==> src/rtl/sdr_dec_pkg.sv <==
// Shared types and constants for the passive SDRAM command decoder.
package sdr_dec_pkg;

  localparam int NUM_BANKS = 4;
  localparam int CNT_W     = 4;   // elapsed-cycle counters; timing limits must stay below 2**CNT_W

  typedef enum logic [2:0] {
    CMD_NOP = 3'd0,
    CMD_ACT = 3'd1,
    CMD_RD  = 3'd2,
    CMD_WR  = 3'd3,
    CMD_PRE = 3'd4,
    CMD_REF = 3'd5,
    CMD_MRS = 3'd6,
    CMD_BST = 3'd7
  } sdr_cmd_e;

  typedef enum logic [2:0] {
    INIT_PRE,
    INIT_REF1,
    INIT_REF2,
    INIT_MRS,
    INIT_DONE
  } sdr_init_e;

  // {cs_n, ras_n, cas_n, we_n}
  localparam logic [3:0] PIN_MRS = 4'b0000;
  localparam logic [3:0] PIN_REF = 4'b0001;
  localparam logic [3:0] PIN_PRE = 4'b0010;
  localparam logic [3:0] PIN_ACT = 4'b0011;
  localparam logic [3:0] PIN_WR  = 4'b0100;
  localparam logic [3:0] PIN_RD  = 4'b0101;
  localparam logic [3:0] PIN_BST = 4'b0110;
  localparam logic [3:0] PIN_NOP = 4'b0111;

  // Device-side view of the command pins; a deasserted cke or cs_n is a NOP.
  function automatic sdr_cmd_e decode_pins(input logic cke, input logic [3:0] pins);
    sdr_cmd_e cmd;
    cmd = CMD_NOP;
    if (cke) begin
      case (pins)
        PIN_ACT: cmd = CMD_ACT;
        PIN_RD:  cmd = CMD_RD;
        PIN_WR:  cmd = CMD_WR;
        PIN_PRE: cmd = CMD_PRE;
        PIN_REF: cmd = CMD_REF;
        PIN_MRS: cmd = CMD_MRS;
        PIN_BST: cmd = CMD_BST;
        default: cmd = CMD_NOP;
      endcase
    end
    return cmd;
  endfunction

  // Elapsed-cycle counter step that parks at its limit.
  function automatic logic [CNT_W-1:0] sat_inc(input logic [CNT_W-1:0] cnt,
                                               input logic [CNT_W-1:0] lim);
    return (cnt >= lim) ? lim : cnt + 1'b1;
  endfunction

endpackage

==> src/rtl/sdr_bank_tracker.sv <==
// Per-bank open/row state with ACT and PRE elapsed counters and bank-level checks.
module sdr_bank_tracker
  import sdr_dec_pkg::*;
#(
  parameter int TRCD = 3,
  parameter int TRP  = 3
) (
  input  logic        clk,
  input  logic        rst,
  input  logic        act_i,        // ACT addressed to this bank
  input  logic        rdwr_i,       // RD or WR addressed to this bank
  input  logic        close_i,      // PRE / PRE-all / auto-precharge hitting this bank
  input  logic [12:0] row_i,
  output logic        open_o,
  output logic [12:0] row_o,
  output logic        err_trcd_o,
  output logic        err_trp_o,
  output logic        err_closed_o,
  output logic        err_open_o
);

  localparam logic [CNT_W-1:0] TRCD_L = CNT_W'(TRCD);
  localparam logic [CNT_W-1:0] TRP_L  = CNT_W'(TRP);

  logic             open_q, open_d;
  logic [12:0]      row_q, row_d;
  logic [CNT_W-1:0] act_cnt_q, act_cnt_d;
  logic [CNT_W-1:0] pre_cnt_q, pre_cnt_d;

  // Checks compare the current command against elapsed counts before this edge updates them.
  assign err_trcd_o   = rdwr_i && (act_cnt_q < TRCD_L);
  assign err_closed_o = rdwr_i && !open_q;
  assign err_trp_o    = act_i  && (pre_cnt_q < TRP_L);
  assign err_open_o   = act_i  && open_q;
  assign open_o       = open_q;
  assign row_o        = row_q;

  // Next bank state: a restarted counter reads 1 on the following cycle, i.e. elapsed = k.
  always_comb begin
    // NOTE: every signal gets a default first so no path leaves it unassigned (no latch).
    open_d    = open_q;
    row_d     = row_q;
    act_cnt_d = sat_inc(act_cnt_q, TRCD_L);
    pre_cnt_d = sat_inc(pre_cnt_q, TRP_L);
    if (act_i) begin
      open_d    = 1'b1;
      row_d     = row_i;
      act_cnt_d = CNT_W'(1);
    end
    if (close_i) begin
      open_d    = 1'b0;
      pre_cnt_d = CNT_W'(1);
    end
  end

  // Bank state registers; counters come out of reset saturated so nothing fires spuriously.
  always_ff @(posedge clk or posedge rst) begin
    if (rst) begin
      open_q    <= 1'b0;
      row_q     <= '0;
      act_cnt_q <= TRCD_L;
      pre_cnt_q <= TRP_L;
    end else begin
      // NOTE: non-blocking assignments so every flop samples pre-edge values.
      open_q    <= open_d;
      row_q     <= row_d;
      act_cnt_q <= act_cnt_d;
      pre_cnt_q <= pre_cnt_d;
    end
  end

endmodule

==> src/rtl/sdr_cmd_decoder.sv <==
// Passive SDRAM command decoder and protocol checker: decode, tMRD, init FSM, error aggregation.
module sdr_cmd_decoder
  import sdr_dec_pkg::*;
#(
  parameter int TRCD = 3,
  parameter int TRP  = 3,
  parameter int TMRD = 2
) (
  input  logic        sdram_clk,
  input  logic        wb_rst_i,
  input  logic        sdr_cke,
  input  logic        sdr_cs_n,
  input  logic        sdr_ras_n,
  input  logic        sdr_cas_n,
  input  logic        sdr_we_n,
  input  logic [1:0]  sdr_ba,
  input  logic [12:0] sdr_addr,
  output logic        cmd_valid,
  output logic [2:0]  cmd_code,
  output logic [1:0]  cmd_ba,
  output logic [12:0] cmd_row,
  output logic [3:0]  bank_open,
  output logic [12:0] mode_reg,
  output logic        init_done,
  output logic        err_trcd,
  output logic        err_trp,
  output logic        err_tmrd,
  output logic        err_closed,
  output logic        err_open,
  output logic [7:0]  err_cnt
);

  localparam logic [CNT_W-1:0] TMRD_L = CNT_W'(TMRD);

  sdr_cmd_e cmd;
  logic     valid, a10, is_rdwr, any_open;

  logic [NUM_BANKS-1:0] act_b, rdwr_b, close_b, open_b;
  logic [NUM_BANKS-1:0] trcd_b, trp_b, closed_b, open_err_b;
  logic [12:0]          row_b [NUM_BANKS];

  assign cmd      = decode_pins(sdr_cke, {sdr_cs_n, sdr_ras_n, sdr_cas_n, sdr_we_n});
  assign valid    = (cmd != CMD_NOP);
  assign a10      = sdr_addr[10];
  assign is_rdwr  = (cmd == CMD_RD) || (cmd == CMD_WR);
  assign any_open = |open_b;

  for (genvar i = 0; i < NUM_BANKS; i++) begin : g_bank
    assign act_b[i]   = (cmd == CMD_ACT) && (sdr_ba == 2'(i));
    assign rdwr_b[i]  = is_rdwr && (sdr_ba == 2'(i));
    assign close_b[i] = ((cmd == CMD_PRE) && (a10 || (sdr_ba == 2'(i)))) || (rdwr_b[i] && a10);

    sdr_bank_tracker #(.TRCD(TRCD), .TRP(TRP)) u_bank (
      .clk          (sdram_clk),
      .rst          (wb_rst_i),
      .act_i        (act_b[i]),
      .rdwr_i       (rdwr_b[i]),
      .close_i      (close_b[i]),
      .row_i        (sdr_addr),
      .open_o       (open_b[i]),
      .row_o        (row_b[i]),
      .err_trcd_o   (trcd_b[i]),
      .err_trp_o    (trp_b[i]),
      .err_closed_o (closed_b[i]),
      .err_open_o   (open_err_b[i])
    );
  end

  assign bank_open = open_b;

  logic             cmd_valid_q, cmd_valid_d;
  sdr_cmd_e         cmd_code_q, cmd_code_d;
  logic [1:0]       cmd_ba_q, cmd_ba_d;
  logic [12:0]      cmd_row_q, cmd_row_d;
  logic [12:0]      mode_reg_q, mode_reg_d;
  logic [4:0]       err_q, err_d;        // {trcd, trp, tmrd, closed, open}
  logic [7:0]       err_cnt_q, err_cnt_d;
  logic [CNT_W-1:0] mrd_cnt_q, mrd_cnt_d;
  logic [8:0]       err_sum;
  sdr_init_e        state_q, state_d;

  // Command decode, error aggregation and saturating error count.
  always_comb begin
    cmd_valid_d = valid;
    cmd_code_d  = cmd;
    cmd_ba_d    = valid ? sdr_ba : 2'd0;
    cmd_row_d   = '0;
    mode_reg_d  = mode_reg_q;
    mrd_cnt_d   = sat_inc(mrd_cnt_q, TMRD_L);
    case (cmd)
      CMD_ACT:        cmd_row_d = sdr_addr;
      CMD_RD, CMD_WR: cmd_row_d = row_b[sdr_ba];
      CMD_MRS: begin
        mode_reg_d = sdr_addr;
        mrd_cnt_d  = CNT_W'(1);
      end
      default: ;
    endcase
    err_d[4] = |trcd_b;
    err_d[3] = |trp_b;
    err_d[2] = valid && (mrd_cnt_q < TMRD_L);
    err_d[1] = |closed_b;
    err_d[0] = (|open_err_b) || (((cmd == CMD_REF) || (cmd == CMD_MRS)) && any_open);
    err_sum  = {1'b0, err_cnt_q} + 9'(err_d[4]) + 9'(err_d[3]) + 9'(err_d[2])
             + 9'(err_d[1]) + 9'(err_d[0]);
    err_cnt_d = err_sum[8] ? 8'hFF : err_sum[7:0];
  end

  // Initialization sequence next state; DONE holds until reset.
  always_comb begin
    state_d = state_q;
    case (state_q)
      INIT_PRE:  if (cmd == CMD_PRE && a10) state_d = INIT_REF1;
      INIT_REF1: if (cmd == CMD_REF)        state_d = INIT_REF2;
      INIT_REF2: if (cmd == CMD_REF)        state_d = INIT_MRS;
      INIT_MRS:  if (cmd == CMD_MRS)        state_d = INIT_DONE;
      default:                              state_d = state_q;
    endcase
  end

  // Output, tMRD and init-state registers.
  always_ff @(posedge sdram_clk or posedge wb_rst_i) begin
    if (wb_rst_i) begin
      cmd_valid_q <= 1'b0;
      cmd_code_q  <= CMD_NOP;
      cmd_ba_q    <= '0;
      cmd_row_q   <= '0;
      mode_reg_q  <= '0;
      err_q       <= '0;
      err_cnt_q   <= '0;
      mrd_cnt_q   <= TMRD_L;
      state_q     <= INIT_PRE;
    end else begin
      cmd_valid_q <= cmd_valid_d;
      cmd_code_q  <= cmd_code_d;
      cmd_ba_q    <= cmd_ba_d;
      cmd_row_q   <= cmd_row_d;
      mode_reg_q  <= mode_reg_d;
      err_q       <= err_d;
      err_cnt_q   <= err_cnt_d;
      mrd_cnt_q   <= mrd_cnt_d;
      state_q     <= state_d;
    end
  end

  assign cmd_valid  = cmd_valid_q;
  assign cmd_code   = cmd_code_q;
  assign cmd_ba     = cmd_ba_q;
  assign cmd_row    = cmd_row_q;
  assign mode_reg   = mode_reg_q;
  assign init_done  = (state_q == INIT_DONE);
  assign err_trcd   = err_q[4];
  assign err_trp    = err_q[3];
  assign err_tmrd   = err_q[2];
  assign err_closed = err_q[1];
  assign err_open   = err_q[0];
  assign err_cnt    = err_cnt_q;

endmodule
==> config.mk <==
export PLATFORM = sky130hd
export DESIGN_NAME = sdr_cmd_decoder
export DESIGN_NICKNAME = d
export VERILOG_FILES = /design/src/rtl/sdr_dec_pkg.sv /design/src/rtl/sdr_bank_tracker.sv /design/src/rtl/sdr_cmd_decoder.sv
export SDC_FILE = /design/constraint.sdc
export NUM_CORES = 1
export LEC_CHECK = 0
export CAP_MARGIN = 0
export CORE_MARGIN = 3
export CORE_UTILIZATION = 30
export CTS_CLUSTER_DIAMETER = 200
export DETAILED_ROUTE_END_ITERATION = 8
export PLACE_DENSITY_LB_ADDON = 0.08
export SETUP_SLACK_MARGIN = 0.5
export SYNTH_ARGS = -nofsm -noshare
export SYNTH_HDL_FRONTEND = slang
export SYNTH_SLANG_ARGS = --single-unit
==> constraint.sdc <==
create_clock -name sdram_clk -period 11.26 [get_ports sdram_clk]
set_clock_uncertainty 0.05 [all_clocks]
set_input_delay 2.815 -clock sdram_clk [delete_from_list [all_inputs] [get_ports sdram_clk]]
set_output_delay 2.815 -clock sdram_clk [all_outputs]
set_load 0.02 [all_outputs]
==> results.toml <==
[worst_setup_path]
crit_fanout = 17
cp.arrival_ns = 7.48
r2r_end = "err_cnt[4]"
crit_type = "in2reg"
r2r_slack_ns = 7.67
startpoint_type = "primary input"
cp-startpoint = "sdr_ras_n"
reg2reg_from = "g_bank[3].u_bank.open_o"
rr_worst_depth = 11
crit_end = "err_cnt[4]"
worst_ep_required_time_ns = 11.50
end_kind = "flop"

[synth]
synth_top_cells_by_area = "dfrtp_1 (51%), mux2_2 (11%), dfstp_2 (7.4%)"
avgSynthCellArea_um2 = 14.0
synth_top_cell_by_area = "dfrtp_1"
ys_ff_latch = 140
synth_cell_type_count = 50
syn-cell-area_um2 = 6030
ys.flop_type = "dfrtp_1"
yosys.area.top_type_share_pct = 51.1
synth-edff-count = 0
ys_warn_count = 0
yosysSeqAreaShare_pct = 58.5
netlist_instances = 429
synth-async-reset-ratio_pct = 100

[clock_tree]
root_buffer = "clkbuf_16"
cts_sinks = 140
cts_tree = "yes"
cts_setup_buffers = 0
insertion_delay_ns = 0.42
path_clk_slew_ns = 0.06
cts_buffers = 17
hold_buffers = 0
clock_path_buffers = 2
cts_resized = 0
htree_levels = 4

[global_routing]
antenna_found_initial = 0
grt_pass1_wl_um = 22100
grt_max_degree = 81
grt_pass1_vias = 4005
grt_util_all_layers_pct = 13.2
overflow = 0

[sta]
setup_viol = 0
finalHoldViolations = 0
max-slew-margin-rel_pct = 29.2
drv_slew = 0
finalCriticalPeriod_ns = 7.24
setup_tns_ns = 0
max_freq_mhz = 138
rsz0062_at_grt = "no"
worstMarginPinSlew_ns = 1.06
finalCritPeriodShare_pct = 64.3

[placed_design]
finalWeightedCongestion = 0.755
io_buffers = 71
place_hpwl_um = 8490
placedCellCount = 765

[drt]
wl_per_cell_um = 16.7
drc = 0
final_antenna_net_count = 0
drt_iter0_drc = 117
vias = 3651
vias_per_cell = 4.58
drt_pass1_iterations = 4
wl_um = 13300

[cells_and_area]
layout_common_cells = "dfrtp_1 (123), clkdlybuf4s50_1 (70), mux2_2 (60)"
syn_to_final_growth_pct = 27.0
n_antenna_cell = 0
nNetsFinal = 558
drive_gt1_share_pct = 28.0
largest_register_ffs = 52
regArea_um2 = 3520
layout_commonest_cell = "dfrtp_1"
multi_input_area_um2 = 2380
layoutNonFillerInstCount = 797
fillers = 1904

[floorplan]
initial_core_util_pct = 30.8
fp.dieW_um = 148
core_area_um2 = 19600
die_height_um = 148
core.rowCount = 51
die_area_um2 = 21800
pin_count = 72

[power_and_ir_drop]
total_power_mw = 1.37
cellLeakagePower_nw = 3.38
p_per_area_nw_per_um2 = 179
peakVddDrop_v = 0.000108

[outcome]
outcome = "finished clean"

[hold_path]
min_path_type = "reg2reg"

[run]
drv_cap = 0
[worst min-delay path by stage]
| stage | start | to | slack (ns) | depth (start not counted) |
|---|---|---|---|---|
| after floorplan | g_bank[0].u_bank.act_cnt_q[0] | g_bank[0].u_bank.act_cnt_q[0] | 0.38 | 1 |
| after global placement | g_bank[0].u_bank.act_cnt_q[0] | g_bank[0].u_bank.act_cnt_q[0] | 0.39 | 1 |
| after detailed placement | g_bank[0].u_bank.act_cnt_q[0] | g_bank[0].u_bank.act_cnt_q[0] | 0.40 | 1 |
| after CTS | g_bank[0].u_bank.act_cnt_q[0] | g_bank[0].u_bank.act_cnt_q[0] | 0.41 | 1 |
| after global routing | g_bank[0].u_bank.act_cnt_q[0] | g_bank[0].u_bank.act_cnt_q[0] | 0.43 | 1 |
| final | g_bank[0].u_bank.act_cnt_q[0] | g_bank[0].u_bank.act_cnt_q[0] | 0.41 | 1 |
[metal layers]
metal	vias to the layer above	track usage (%)	part of all wire, %
li1	1702	-	-
met1	1871	17.6	48
met4	0	5.08	1.6
met3	17	3.77	3.7
met2	61	20.4	47
met5	-	0	0
[area by class of cell]
class / instances / area share [%]
Sequential cell: 140 / 46.0
Multi-Input combinational cell: 270 / 31.1
Timing Repair Buffer: 76 / 9.71
Clock buffer: 19 / 5.92
Tap cell: 265 / 4.33
Clock inverter: 13 / 2.16
Inverter: 14 / 0.752
[per-stage QoR]
stage | cell area [µm²] | utilization, % | hold WS, ns | worst slack (ns)
detailed placement | 7040 | 35.9 | 0.397 | 3.52
global placement | 7040 | 35.9 | 0.389 | 3.60
finish | 7650 | 39.1 | 0.411 | 4.02
floorplan | 6090 | - | 0.384 | 4.67
CTS | 7650 | 39.1 | 0.412 | 3.99
global route | 7650 | 39.1 | 0.432 | 3.74
[cells by family after synthesis]
logic type | count (synthesis) | share of synthesized area (%)
and+or+nand+nor | 108 | 10.4
buffers and inverters | 35 | 3.16
AOI/OAI and AO/OA | 40 | 4.63
muxes | 83 | 18.6
other | 1 | 0.0622
adders and majority gates | 18 | 4.07
xor gates and xnor gates | 4 | 0.581
DFF | 140 | 58.5
[power breakdown]
group          switching [mW]  internal (mW)
logic                  0.0938          0.105
clock network           0.222          0.361
registers              0.0312          0.558
total                   0.347           1.02
[critical path, cell delays in order]
cell             delay [ns]
clkdlybuf4s50_1        0.55
or3b_1                 0.65
nor3_4                 0.94
nor2_2                 0.06
o21a_1                 0.22
fa_1                   0.46
fa_1                   0.50
inv_1                  0.04
ha_1                   0.21
fa_1                   0.44
a21o_1                 0.23
nand3_1                0.23
o21ai_0                0.12
[synthesized netlist by cell type (5+ instances only)]
library cell  number
a21oi_1           11
a22o_1            13
buf_2              5
buf_6              5
clkbuf_1           6
dfrtp_1          123
dfstp_2           17
ha_1              14
inv_1             14
mux2_2            60
mux2_4             6
mux4_2            15
nand2_1           18
nand2b_1           7
nor2_1            21
nor3_1            23
nor4_1             6
o21a_1             5
or3_1              5
(Power assumes the default switching activity.)
